### config.mk
export PLATFORM = sky130hd
export DESIGN_NAME = adpll_lock_ctrl_flat
export DESIGN_NICKNAME = d
export VERILOG_FILES = /design/src/rtl/adpll_lock_ctrl_if.sv /design/src/rtl/adpll_lock_ctrl.sv /design/src/flat_wrapper.sv
export SDC_FILE = /design/constraint.sdc
export NUM_CORES = 1
export LEC_CHECK = 0
export CORE_UTILIZATION = 55
export CTS_CLUSTER_DIAMETER = 50
export DETAILED_ROUTE_END_ITERATION = 10
export PLACE_DENSITY = 0.82
export RECOVER_POWER = 25
export SETUP_SLACK_MARGIN = 0.02
export SYNTH_ARGS = -nofsm -noshare
export SYNTH_HDL_FRONTEND = slang
export SYNTH_SLANG_ARGS = --single-unit
### constraint.sdc
create_clock -name i_clk -period 8.17 [get_ports i_clk]
set_input_delay 2.451 -clock i_clk [delete_from_list [all_inputs] [get_ports i_clk]]
set_output_delay 2.451 -clock i_clk [all_outputs]
set_load 0.05 [all_outputs]
### src/rtl/adpll_lock_ctrl_if.sv
// Control/status bundle between the ADPLL lock controller and its
// phase detector / NCO. The bench or a parent block drives the master side,
// and the controller is the slave.
//
// Handshake: there is no ready. err_valid is a single-cycle strobe that
// qualifies ctrl/ctrl_sign on that clock edge only. start is a one-cycle
// pulse and stop is a level. All status outputs are registered.
interface adpll_lock_ctrl_if;
    logic       start;
    logic       stop;
    logic       err_valid;
    logic       ctrl_sign;
    logic [4:0] ctrl;
    logic [4:0] knco;
    logic [4:0] thresh_val;
    logic [4:0] nco_offset;
    logic       loop_en;
    logic       locked;
    logic       fail;
    logic [1:0] state;

    modport master (
        output start, stop, err_valid, ctrl_sign, ctrl,
        input  knco, thresh_val, nco_offset, loop_en, locked, fail, state
    );

    modport slave (
        input  start, stop, err_valid, ctrl_sign, ctrl,
        output knco, thresh_val, nco_offset, loop_en, locked, fail, state
    );
endinterface

### src/rtl/adpll_lock_ctrl.sv
// ADPLL lock controller. A coarse search steps the NCO base threshold until
// the phase error settles. A fine phase then enables the loop and counts
// in-tolerance samples up to lock. Lock is dropped after a run of bad
// samples, and an acquisition timeout restarts the coarse search.
module adpll_lock_ctrl #(
    parameter logic [4:0]  THRESH_INIT = 5'd16,
    parameter logic [4:0]  NCO_OFS     = 5'd4,
    parameter logic [4:0]  KNCO_TRK    = 5'd2,
    parameter logic [4:0]  LOCK_TOL    = 5'd1,
    parameter int          COARSE_GOOD = 4,
    parameter int          LOCK_CNT    = 16,
    parameter int          UNLOCK_CNT  = 4,
    parameter logic [15:0] TIMEOUT     = 16'd1000
) (
    input  logic             i_clk,
    input  logic             i_reset,
    adpll_lock_ctrl_if.slave bus
);

    typedef enum logic [1:0] {
        ST_IDLE   = 2'd0,
        ST_COARSE = 2'd1,
        ST_FINE   = 2'd2,
        ST_LOCKED = 2'd3
    } state_t;

    // The sample counters share one width. 16 bits covers any sensible
    // lock or unlock run length.
    localparam logic [15:0] COARSE_GOOD_C = 16'(COARSE_GOOD);
    localparam logic [15:0] LOCK_CNT_C    = 16'(LOCK_CNT);
    localparam logic [15:0] UNLOCK_CNT_C  = 16'(UNLOCK_CNT);

    state_t      r_state;
    logic [4:0]  r_knco;
    logic [4:0]  r_thresh;
    logic        r_loop_en;
    logic        r_locked;
    logic        r_fail;
    logic [15:0] r_good_cnt;
    logic [15:0] r_bad_cnt;
    logic [15:0] r_tmo_cnt;

    logic        w_in_tol;
    logic        w_acquiring;
    logic        w_tmo_hit;
    logic [15:0] w_good_inc;
    logic [15:0] w_bad_inc;
    logic [15:0] w_tmo_inc;
    logic [4:0]  w_thresh_up;
    logic [4:0]  w_thresh_dn;

    // The tolerance test uses only the error magnitude. The sign matters
    // only for the coarse step direction.
    assign w_in_tol    = (bus.ctrl <= LOCK_TOL);
    assign w_acquiring = (r_state == ST_COARSE) || (r_state == ST_FINE);

    // Saturating increments, so that no counter can wrap back to zero.
    assign w_good_inc = (r_good_cnt == 16'hFFFF) ? r_good_cnt : r_good_cnt + 16'd1;
    assign w_bad_inc  = (r_bad_cnt  == 16'hFFFF) ? r_bad_cnt  : r_bad_cnt  + 16'd1;
    assign w_tmo_inc  = (r_tmo_cnt  == 16'hFFFF) ? r_tmo_cnt  : r_tmo_cnt  + 16'd1;

    // The timeout fires on the sample that would bring the count to TIMEOUT.
    assign w_tmo_hit = (w_tmo_inc >= TIMEOUT);

    // The coarse threshold moves within 1..31. It never reaches 0, so the
    // NCO always keeps a usable base period.
    assign w_thresh_up = (r_thresh >= 5'd31) ? 5'd31 : r_thresh + 5'd1;
    assign w_thresh_dn = (r_thresh <= 5'd1)  ? 5'd1  : r_thresh - 5'd1;

    // Lock FSM. All outputs are registered in this block.
    always_ff @(posedge i_clk or posedge i_reset) begin
        if (i_reset) begin
            r_state    <= ST_IDLE;
            r_knco     <= 5'd0;
            r_thresh   <= THRESH_INIT;
            r_loop_en  <= 1'b0;
            r_locked   <= 1'b0;
            r_fail     <= 1'b0;
            r_good_cnt <= '0;
            r_bad_cnt  <= '0;
            r_tmo_cnt  <= '0;
        end else begin
            r_fail <= 1'b0;
            if (bus.stop) begin
                // stop wins over everything else, including the timeout.
                r_state    <= ST_IDLE;
                r_knco     <= 5'd0;
                r_thresh   <= THRESH_INIT;
                r_loop_en  <= 1'b0;
                r_locked   <= 1'b0;
                r_good_cnt <= '0;
                r_bad_cnt  <= '0;
                r_tmo_cnt  <= '0;
            end else if (bus.err_valid && w_acquiring && w_tmo_hit) begin
                // Acquisition took too long, so restart the coarse search from scratch.
                r_state    <= ST_COARSE;
                r_fail     <= 1'b1;
                r_knco     <= 5'd0;
                r_thresh   <= THRESH_INIT;
                r_loop_en  <= 1'b0;
                r_locked   <= 1'b0;
                r_good_cnt <= '0;
                r_bad_cnt  <= '0;
                r_tmo_cnt  <= '0;
            end else begin
                case (r_state)
                    ST_IDLE: begin
                        if (bus.start) begin
                            r_state    <= ST_COARSE;
                            r_thresh   <= THRESH_INIT;
                            r_good_cnt <= '0;
                            r_tmo_cnt  <= '0;
                        end
                    end
                    ST_COARSE: begin
                        if (bus.err_valid) begin
                            r_tmo_cnt <= w_tmo_inc;
                            if (w_in_tol) begin
                                if (w_good_inc >= COARSE_GOOD_C) begin
                                    r_state    <= ST_FINE;
                                    r_knco     <= KNCO_TRK;
                                    r_loop_en  <= 1'b1;
                                    r_good_cnt <= '0;
                                end else begin
                                    r_good_cnt <= w_good_inc;
                                end
                            end else begin
                                // A leading NCO needs a longer period, so raise the threshold.
                                r_thresh   <= bus.ctrl_sign ? w_thresh_up : w_thresh_dn;
                                r_good_cnt <= '0;
                            end
                        end
                    end
                    ST_FINE: begin
                        if (bus.err_valid) begin
                            if (w_in_tol) begin
                                if (w_good_inc >= LOCK_CNT_C) begin
                                    r_state    <= ST_LOCKED;
                                    r_locked   <= 1'b1;
                                    r_good_cnt <= '0;
                                    r_bad_cnt  <= '0;
                                    r_tmo_cnt  <= '0;
                                end else begin
                                    r_good_cnt <= w_good_inc;
                                    r_tmo_cnt  <= w_tmo_inc;
                                end
                            end else begin
                                r_good_cnt <= '0;
                                r_tmo_cnt  <= w_tmo_inc;
                            end
                        end
                    end
                    ST_LOCKED: begin
                        if (bus.err_valid) begin
                            if (w_in_tol) begin
                                r_bad_cnt <= '0;
                            end else if (w_bad_inc >= UNLOCK_CNT_C) begin
                                r_state    <= ST_FINE;
                                r_locked   <= 1'b0;
                                r_good_cnt <= '0;
                                r_bad_cnt  <= '0;
                            end else begin
                                r_bad_cnt <= w_bad_inc;
                            end
                        end
                    end
                    default: r_state <= ST_IDLE;
                endcase
            end
        end
    end

    assign bus.knco       = r_knco;
    assign bus.thresh_val = r_thresh;
    assign bus.nco_offset = NCO_OFS;
    assign bus.loop_en    = r_loop_en;
    assign bus.locked     = r_locked;
    assign bus.fail       = r_fail;
    assign bus.state      = r_state;

endmodule

### src/flat_wrapper.sv
// flat-port wrapper written by rule: the top's interface ports become plain ports
module adpll_lock_ctrl_flat 
#(
    parameter logic [4:0]  THRESH_INIT = 5'd16,
    parameter logic [4:0]  NCO_OFS     = 5'd4,
    parameter logic [4:0]  KNCO_TRK    = 5'd2,
    parameter logic [4:0]  LOCK_TOL    = 5'd1,
    parameter int          COARSE_GOOD = 4,
    parameter int          LOCK_CNT    = 16,
    parameter int          UNLOCK_CNT  = 4,
    parameter logic [15:0] TIMEOUT     = 16'd1000
)
  (i_clk, i_reset, bus_start, bus_stop, bus_err_valid, bus_ctrl_sign, bus_ctrl, bus_knco, bus_thresh_val, bus_nco_offset, bus_loop_en, bus_locked, bus_fail, bus_state);
  adpll_lock_ctrl_if bus_i ();
  input  logic i_clk;
  input  logic i_reset;
  input wire logic [$bits(bus_i.start)-1:0] bus_start;
  input wire logic [$bits(bus_i.stop)-1:0] bus_stop;
  input wire logic [$bits(bus_i.err_valid)-1:0] bus_err_valid;
  input wire logic [$bits(bus_i.ctrl_sign)-1:0] bus_ctrl_sign;
  input wire logic [$bits(bus_i.ctrl)-1:0] bus_ctrl;
  output wire logic [$bits(bus_i.knco)-1:0] bus_knco;
  output wire logic [$bits(bus_i.thresh_val)-1:0] bus_thresh_val;
  output wire logic [$bits(bus_i.nco_offset)-1:0] bus_nco_offset;
  output wire logic [$bits(bus_i.loop_en)-1:0] bus_loop_en;
  output wire logic [$bits(bus_i.locked)-1:0] bus_locked;
  output wire logic [$bits(bus_i.fail)-1:0] bus_fail;
  output wire logic [$bits(bus_i.state)-1:0] bus_state;
  assign bus_i.start = bus_start;
  assign bus_i.stop = bus_stop;
  assign bus_i.err_valid = bus_err_valid;
  assign bus_i.ctrl_sign = bus_ctrl_sign;
  assign bus_i.ctrl = bus_ctrl;
  assign bus_knco = bus_i.knco;
  assign bus_thresh_val = bus_i.thresh_val;
  assign bus_nco_offset = bus_i.nco_offset;
  assign bus_loop_en = bus_i.loop_en;
  assign bus_locked = bus_i.locked;
  assign bus_fail = bus_i.fail;
  assign bus_state = bus_i.state;
  adpll_lock_ctrl #(.THRESH_INIT(THRESH_INIT), .NCO_OFS(NCO_OFS), .KNCO_TRK(KNCO_TRK), .LOCK_TOL(LOCK_TOL), .COARSE_GOOD(COARSE_GOOD), .LOCK_CNT(LOCK_CNT), .UNLOCK_CNT(UNLOCK_CNT), .TIMEOUT(TIMEOUT)) u_core (.i_clk(i_clk), .i_reset(i_reset), .bus(bus_i));
endmodule
Word level (Yosys, flattened, before mapping)

Index checks and enable logic that the tools add are counted.

Flip-flop bits (word level): 63

Eq/ne operators: 17
Reductions and logical operators: 18
$lt $le $gt $ge: 7
Multiplexer cells: 77
Add/sub/neg operators: 5

Operator list:

| operator                                                                 | count |
|---|---|
| 16-bit 2-to-1 mux                                                        | 29 |
| 5-bit 2-to-1 mux                                                         | 14 |
| 16-bit case mux with 4 select lines                                      | 1 |
| 16-bit by 1-bit adder with 16-bit output (second input constant)         | 3 |
| 16-bit == test (second input constant)                                   | 3 |
| 16-bit case mux with 3 select lines                                      | 1 |
| 16-bit by 3-bit >= comparator with 1-bit output (second input constant)  | 2 |
| 16-bit case mux with 2 select lines                                      | 1 |
| 2-bit 2-to-1 mux                                                         | 12 |
| 4-bit inequality test (second input constant)                            | 6 |
| 16-bit by 10-bit >= comparator with 1-bit output (second input constant) | 1 |
| 16-bit by 5-bit >= comparator with 1-bit output (second input constant)  | 1 |
| 1-bit 2-to-1 mux                                                         | 16 |
| 4-bit by 3-bit inequality test with 1-bit output (second input constant) | 4 |
| 4-bit AND reduction                                                      | 3 |
| 3-bit nonzero test                                                       | 4 |
| 5-bit by 1-bit <= comparator with 1-bit output (second input constant)   | 2 |
| 5-bit case mux with 2 select lines                                       | 1 |
| 10-bit AND reduction                                                     | 1 |
| 2-bit case mux with 4 select lines                                       | 1 |
| 4-bit nonzero test                                                       | 2 |
| 7-bit AND reduction                                                      | 1 |
| 6-bit AND reduction                                                      | 1 |
| 5-bit by 1-bit adder with 5-bit output (second input constant)           | 1 |
| other kinds (11)                                                         | 13 |

Longest topological paths before layout

Gate-level depths: netlist of the first run.

Depth in word-level cells: 9
Depth in mapped cells: 12
Depth with buffers taken out: 10

Worst setup path after synthesis of the first run

No wires, ideal clock.

Path type: input -> register
From: input port bus_stop
To: register u_core.r_tmo_cnt[2]
Data required time: 8.092 ns
Arrival time: 3.894 ns
Slack: 4.199 ns
Stages: 8
Setup time: 0.078 ns
Cells stage by stage: clkbuf_1 > nand2b_1 > or4_1 > o21ai_0 > buf_2 > buf_2 > a41oi_1 > a21oi_1

Word-level cells in the longest chain between the ends: 2
Elaborated cells on any way between the ends: 6
Those cells by class: eq/ne: 3; mux: 1; reduce/logical: 2

RTL lines:

| item                                                           | line                   | RTL |
|---|---|---|
| start: declaration                                             | flat_wrapper.sv:18     | `input wire logic [$bits(bus_i.stop)-1:0] bus_stop;` |
| 4-bit inequality test (no source line) (tied with other cells) | -                      |  |
| 4-bit AND reduction (no source line)                           | -                      |  |
| end signal: assignment                                         | adpll_lock_ctrl.sv:117 | `r_tmo_cnt <= w_tmo_inc;` |
| end signal: assignment                                         | adpll_lock_ctrl.sv:145 | `r_tmo_cnt <= w_tmo_inc;` |
| end signal: assignment                                         | adpll_lock_ctrl.sv:149 | `r_tmo_cnt <= w_tmo_inc;` |
| end: declaration                                               | adpll_lock_ctrl.sv:41  | `logic [15:0] r_tmo_cnt;` |

Several ways; a longest one is shown, not always the timed one.
A chain may end at the register's enable or synchronous reset.

==> impl_metrics.yaml, run 1 <==
status:
  outcome: "finished, violations left"
  violations: "max-capacitance violations, max-slew violations"
die:
  ios: 31
  core_area_mm2: 0.00698
  dieArea_mm2: 0.00774
  start_util_pct: 58.3
  dieHeight_um: 88
  rows: 30
  die_x_um: 88
timing:
  tightestPinTransition_ps: 3010
  fin_skew_ps: 9.89
  fmax_ghz: 0.186
  period_needed_ps: 5380
  rsz0062_at_grt: "false"
  final.period_utilization_pct: 65.9
  finalSetupTns_ps: 0
  hold_viol: 0
  slew_viol_final: 59
  slew_headroom_pct: -101
  setup_viol: 0
yosys:
  netlist_top_cells_area: "dfrtp_1, ha_1, nand4_1, and2_1, nand3_1"
  yosys.cell_types.count: 68
  synth_warnings: 0
  synth-edff-count: 0
  ys_seq_area_share_pct: 35.7
  synth-adder-area-share_pct: 4.00
  synthCells: 472
  ys_seq_elements: 58
  synthMuxAreaShare_pct: 2.74
  avgSynthCellArea_um2: 8.62
  synth_compound_gate_area_share_pct: 21.2
  synthArstFlopShare_pct: 100
  synthXorXnorAreaFrac_pct: 1.94
  synth_top_area_share_pct: 35.1
  yosys.area_share.simple_pct: 27.3
  synth-main-ff-cell: "dfrtp_1"
  synth_top_family_by_area: "simple AND/OR/NAND/NOR gates"
  synth_area_leader_cell: "dfrtp_1"
  netlist_area_mm2: 0.00407
setup_path:
  rr_startpoint: "u_core.r_bad_cnt[0]"
  cp.buffers_inverters: 3
  crit_chain: "dlygate4sd3_1 > clkinv_1 > clkbuf_1"
  start_kind: "input pin"
  crit_slowest_cell: "clkbuf_1"
  critPathCaptureType: "asynchronous set/reset pin"
  worstReg2RegEnd: "u_core.bus.state[0]"
  worstPathRequired_ps: 7970
  r2r_setup_slack_ps: 4330
  critPathTopFamily: "buffers and inverters"
  crit_type: "input pin to asynchronous set/reset pin"
  worst_ep_arrival_time_ps: 5180
  cp.depth: 3
  slowest_delay_ps: 2110
  r2r_cells: 9
  crit_path_max_fanout: 58
pwr:
  p_seq_share_pct: 30.8
  ir_drop_mv: 0.191
  internal_power_mw: 0.663
  power_switching_share_pct: 40.7
  total_power_mw: 1.12
  leakagePower_nw: 1.81
  clkPwrFrac_pct: 30.1
  power.density_mw_per_mm2: 250
  power_switching_mw: 0.456
  combPwrFrac_pct: 39.1
job:
  maxCapViolCount: 1
finish:
  final_common_cell: "dfrtp_1"
  drive_gt1_share_pct: 6.20
  layout_common_cells: "dfrtp_1, nor2_1, nand2_1, nand3_1"
  antenna_cells: 0
  syn_to_final_growth_pct: 10.2
  stdcell_count: 580
  final.fill_count: 572
  fin_nets: 503
global_route:
  grt_pass1_wl_mm: 15.9
  antenna_found_initial: 0
  grt_pass1_vias: 3392
  gr-usage-all-layers_pct: 26.5
  grt_max_degree: 59
  grt_overflow: 0
worst_hold_path:
  holdPathEnd: "u_core.bus.locked"
  min-delay-start: "u_core.bus.locked"
  min_path_cells: 1
  hold_class: "register to register"
cts:
  cts_tree: "yes"
  clk_pin_slew_ps: 70
  cts_max_level: 3
  hold_buffers: 0
  cts_setup_buffers: 0
  cts_sinks: 58
  clock_latency_ps: 360
  numCtsBuffers: 9
  ctsResizeCount: 0
  cts_buffer_depth: 2
  cts_root_buf: "clkbuf_8"
placement:
  dpl.cell_count: 564
  place_hpwl_mm: 6.29
  gp_congestion: 0.941
  numPortBuffers: 20
routing:
  routed_wl_mm: 9.27
  drt_iter0_markers: 292
  vias: 3654
  wl_per_cell_um: 16.0
  final_antenna_net_count: 0
  firstDrtPassIters: 5
  drt-vias-per-instance: 6.30
  drc: 0
synth_stat cells (4+ instances only):
master / number
dfrtp_1: 57
nor2_1: 32
inv_1: 25
nand2_1: 25
nand3_1: 25
a21oi_1: 24
nand4_1: 22
and2_1: 21
nor3_1: 17
nor2b_1: 15
clkbuf_1: 13
ha_1: 13
o21ai_0: 12
buf_4: 10
mux2i_1: 10
o22ai_1: 10
nor4_1: 9
o211ai_1: 8
a31oi_1: 7
nand2b_1: 7
a21o_1: 6
a41oi_1: 6
buf_2: 6
or3_1: 6
and3_1: 5
o21a_1: 5
xnor2_1: 5
a311oi_1: 4
xor2_1: 4
power by group through the flow:
| stage | logic, mW | clock network [mW] | registers (mW) |
|---|---|---|---|
| final | 0.438 | 0.336 | 0.345 |
| after global routing | 0.483 | 0.357 | 0.349 |
| after CTS | 0.436 | 0.342 | 0.344 |
| after detailed placement | 0.433 | 0 | 0.348 |
| after global placement | 0.424 | 0 | 0.347 |
| after floorplan | 0.292 | 0 | 0.387 |
per-stage QoR:
| step | cell area, µm² | setup WS, ps | utilization [%] | hold slack [ps] |
|---|---|---|---|---|
| 2_1_floorplan | 4090 | 4200 | - | 477 |
| 3_3_place_gp | 4240 | 3210 | 60.7 | 504 |
| 3_5_place_dp | 4240 | 3180 | 60.7 | 496 |
| 4_1_cts | 4490 | 3530 | 64.3 | 510 |
| 5_1_grt | 4480 | 2010 | 64.2 | 556 |
| 6_report | 4480 | 2790 | 64.2 | 515 |
routing by layer:
metal / track usage (%) / up-vias / wire (µm) / part of all wire, %
li1: - / 1752 / - / -
met1: 36.4 / 1736 / 4360 / 47
met2: 40.8 / 154 / 4240 / 46
met3: 6.22 / 12 / 554 / 6.0
met4: 9.84 / 0 / 106 / 1.1
met5: 0 / - / 0 / 0
how the worst max path moves through the flow:
stage | start | to | slack, ps
2_1_floorplan | bus_stop | u_core.r_tmo_cnt[2] | 4200
3_3_place_gp | bus_ctrl[1] | u_core.bus.state[0] | 3210
3_5_place_dp | bus_ctrl[1] | u_core.bus.state[0] | 3180
4_1_cts | bus_ctrl[1] | u_core.bus.state[0] | 3530
5_1_grt | i_reset | u_core.bus.thresh_val[2] | 2010
6_report | i_reset | u_core.r_tmo_cnt[2] | 2790
registers in the layout, summed over array words and instances (netlist names):
name,count
u_core.bus.fail,1
u_core.bus.knco,1
u_core.bus.locked,1
u_core.bus.state,2
u_core.bus.thresh_val,5
u_core.r_bad_cnt,16
u_core.r_good_cnt,16
u_core.r_tmo_cnt,16
area by class of cell:
cell class,instances,area [µm²],area share (%)
timing repair buffer,22,211,4.72
inverter,25,93.8,2.09
sequential,58,1450,32.4
clock inverter,7,125,2.79
multi-input combinational,363,2360,52.6
tap,96,120,2.68
clock buffer,9,124,2.76
cells by family after synthesis:
kind of cell	Yosys count
flops	58
mux	11
xor+xnor	9
fa+ha+maj	13
compound gates	119
simple gates	202
other cells	2
buf+inv	58
Note: power is estimated with default switching activity, not from simulation.
==> inputs of run 2 (changes only) <==
- CORE_UTILIZATION: 55 -> 54
- PLACE_DENSITY: 0.82 -> 0.84
- clock period: 8.17 -> 4.55 ns (I/O delays scaled with it)
==> impl_metrics.yaml, run 2 (same netlist as run 1, synthesis figures left out) <==
pwr:
  clkPwrFrac_pct: 27.5
  power.density_mw_per_mm2: 439
  total_power_mw: 1.97
  leakagePower_nw: 1.82
  combPwrFrac_pct: 41.0
  p_seq_share_pct: 31.5
  power_switching_share_pct: 42.1
  power_switching_mw: 0.831
  internal_power_mw: 1.14
  ir_drop_mv: 0.379
setup_path:
  worst_ep_arrival_time_ps: 4110
  start_kind: "register"
  crit_slowest_cell: "a21oi_1"
  crit_chain: "ha_1 > nand3_1 > nor3_1 > and2_1 > a311oi_1 > o31a_1 > a21oi_1 > o31a_1 > mux2i_1"
  crit_path_max_fanout: 16
  rr_startpoint: "u_core.r_tmo_cnt[0]"
  crit_type: "register to register"
  worstReg2RegEnd: "u_core.r_bad_cnt[0]"
  r2r_setup_slack_ps: 630
  r2r_cells: 9
  cp.buffers_inverters: 0
  critPathTopFamily: "compound AO/OA/AOI/OAI gates"
  crit_top_cell: "o31a_1"
  critPathCaptureType: "register"
  slowest_delay_ps: 670
  worstPathRequired_ps: 4750
cts:
  cts_max_level: 3
  cts_root_buf: "clkbuf_8"
  numCtsBuffers: 9
  cts_setup_buffers: 0
  cts_tree: "yes"
  hold_buffers: 0
  cts_buffer_depth: 2
  clk_pin_slew_ps: 70
  ctsResizeCount: 0
  clock_latency_ps: 360
  cts_sinks: 58
worst_hold_path:
  holdPathEnd: "u_core.bus.locked"
  min-delay-start: "u_core.bus.locked"
  min_path_cells: 1
  hold_class: "register to register"
die:
  rows: 31
  ios: 31
  start_util_pct: 56.1
  core_area_mm2: 0.00725
  dieArea_mm2: 0.00788
  die_x_um: 88.8
  dieHeight_um: 88.8
finish:
  drive_gt1_share_pct: 7.17
  final_area_mm2: 0.00450
  fin_nets: 507
  stdcell_count: 587
  syn_to_final_growth_pct: 10.6
  final_core_util_pct: 62.0
  final_common_cell: "dfrtp_1"
  antenna_cells: 0
  layout_common_cells: "dfrtp_1, nor2_1, nand2_1, nand3_1, inv_1"
  top_regs: "u_core.r_bad_cnt (16), u_core.r_good_cnt (16), u_core.r_tmo_cnt (16)"
routing:
  drc: 0
  vias: 3719
  drt_iter0_markers: 329
  routed_wl_mm: 9.64
  firstDrtPassIters: 6
  final_antenna_net_count: 0
  drt-vias-per-instance: 6.34
  wl_per_cell_um: 16.4
timing:
  finalSetupTns_ps: 0
  whs_ps: 521
  hold_viol: 0
  slew_viol_final: 0
  period_needed_ps: 3920
  timing.final.ws_setup_ps: 635
  setup_viol: 0
  slew_headroom_pct: 8.85
  final.period_utilization_pct: 86.1
  tightestPinTransition_ps: 1370
  fmax_ghz: 0.255
  fin_skew_ps: 13.5
  rsz0062_at_grt: "false"
job:
  maxCapViolCount: 0
status:
  outcome: "finished, final reports clean"
global_route:
  gr-usage-all-layers_pct: 26.7
  grt_pass1_vias: 3382
  grt_max_degree: 36
  grt_overflow: 0
  grt_pass1_wl_mm: 16.1
  antenna_found_initial: 0
placement:
  place_hpwl_mm: 6.59
  numPortBuffers: 20
  placedInstanceArea_mm2: 0.00427
  dpl.cell_count: 571
  gp_congestion: 0.935
  dp_slack_ps: 788
-- run 2: final cells by class --
| cell class | instances | area [µm²] |
|---|---|---|
| well taps | 99 | 124 |
| inverters | 25 | 93.8 |
| multi-input cells | 363 | 2360 |
| clock buffers | 9 | 124 |
| flip-flops and latches | 58 | 1450 |
| fillers | 609 | 2760 |
| clock inverters | 7 | 101 |
| repair buffers | 26 | 245 |
-- run 2: worst max path at each step --
stage / slack, ps / start / to / cells after the start
floorplan: 1490 / u_core.r_tmo_cnt[0] / u_core.r_tmo_cnt[2] / 12
global placement: 860 / bus_stop / u_core.r_bad_cnt[0] / 5
detailed placement: 790 / u_core.r_tmo_cnt[0] / u_core.r_bad_cnt[0] / 9
CTS: 680 / u_core.r_tmo_cnt[0] / u_core.r_bad_cnt[0] / 9
global route: 290 / u_core.r_tmo_cnt[0] / u_core.r_bad_cnt[0] / 9
finish: 630 / u_core.r_tmo_cnt[0] / u_core.r_bad_cnt[0] / 9
-- run 2: per-layer routing --
metal  routed length [µm]  vias to the layer above  track usage [%]  share of wire, %
li1                     -                     1758                -                 -
met1                 4160                     1757             34.4                43
met2                 4530                      170             43.3                47
met3                  659                       34             5.22               6.8
met4                  281                        0             12.2               2.9
met5                    0                        -                0                 0
-- run 2: power by group through the flow --
stage | sequential, mW | combinational, mW | clock (mW)
after CTS | 0.621 | 0.798 | 0.552
final | 0.622 | 0.809 | 0.544
after detailed placement | 0.629 | 0.794 | 0
after global routing | 0.633 | 0.874 | 0.571
after floorplan | 0.694 | 0.525 | 0
after global placement | 0.624 | 0.766 | 0
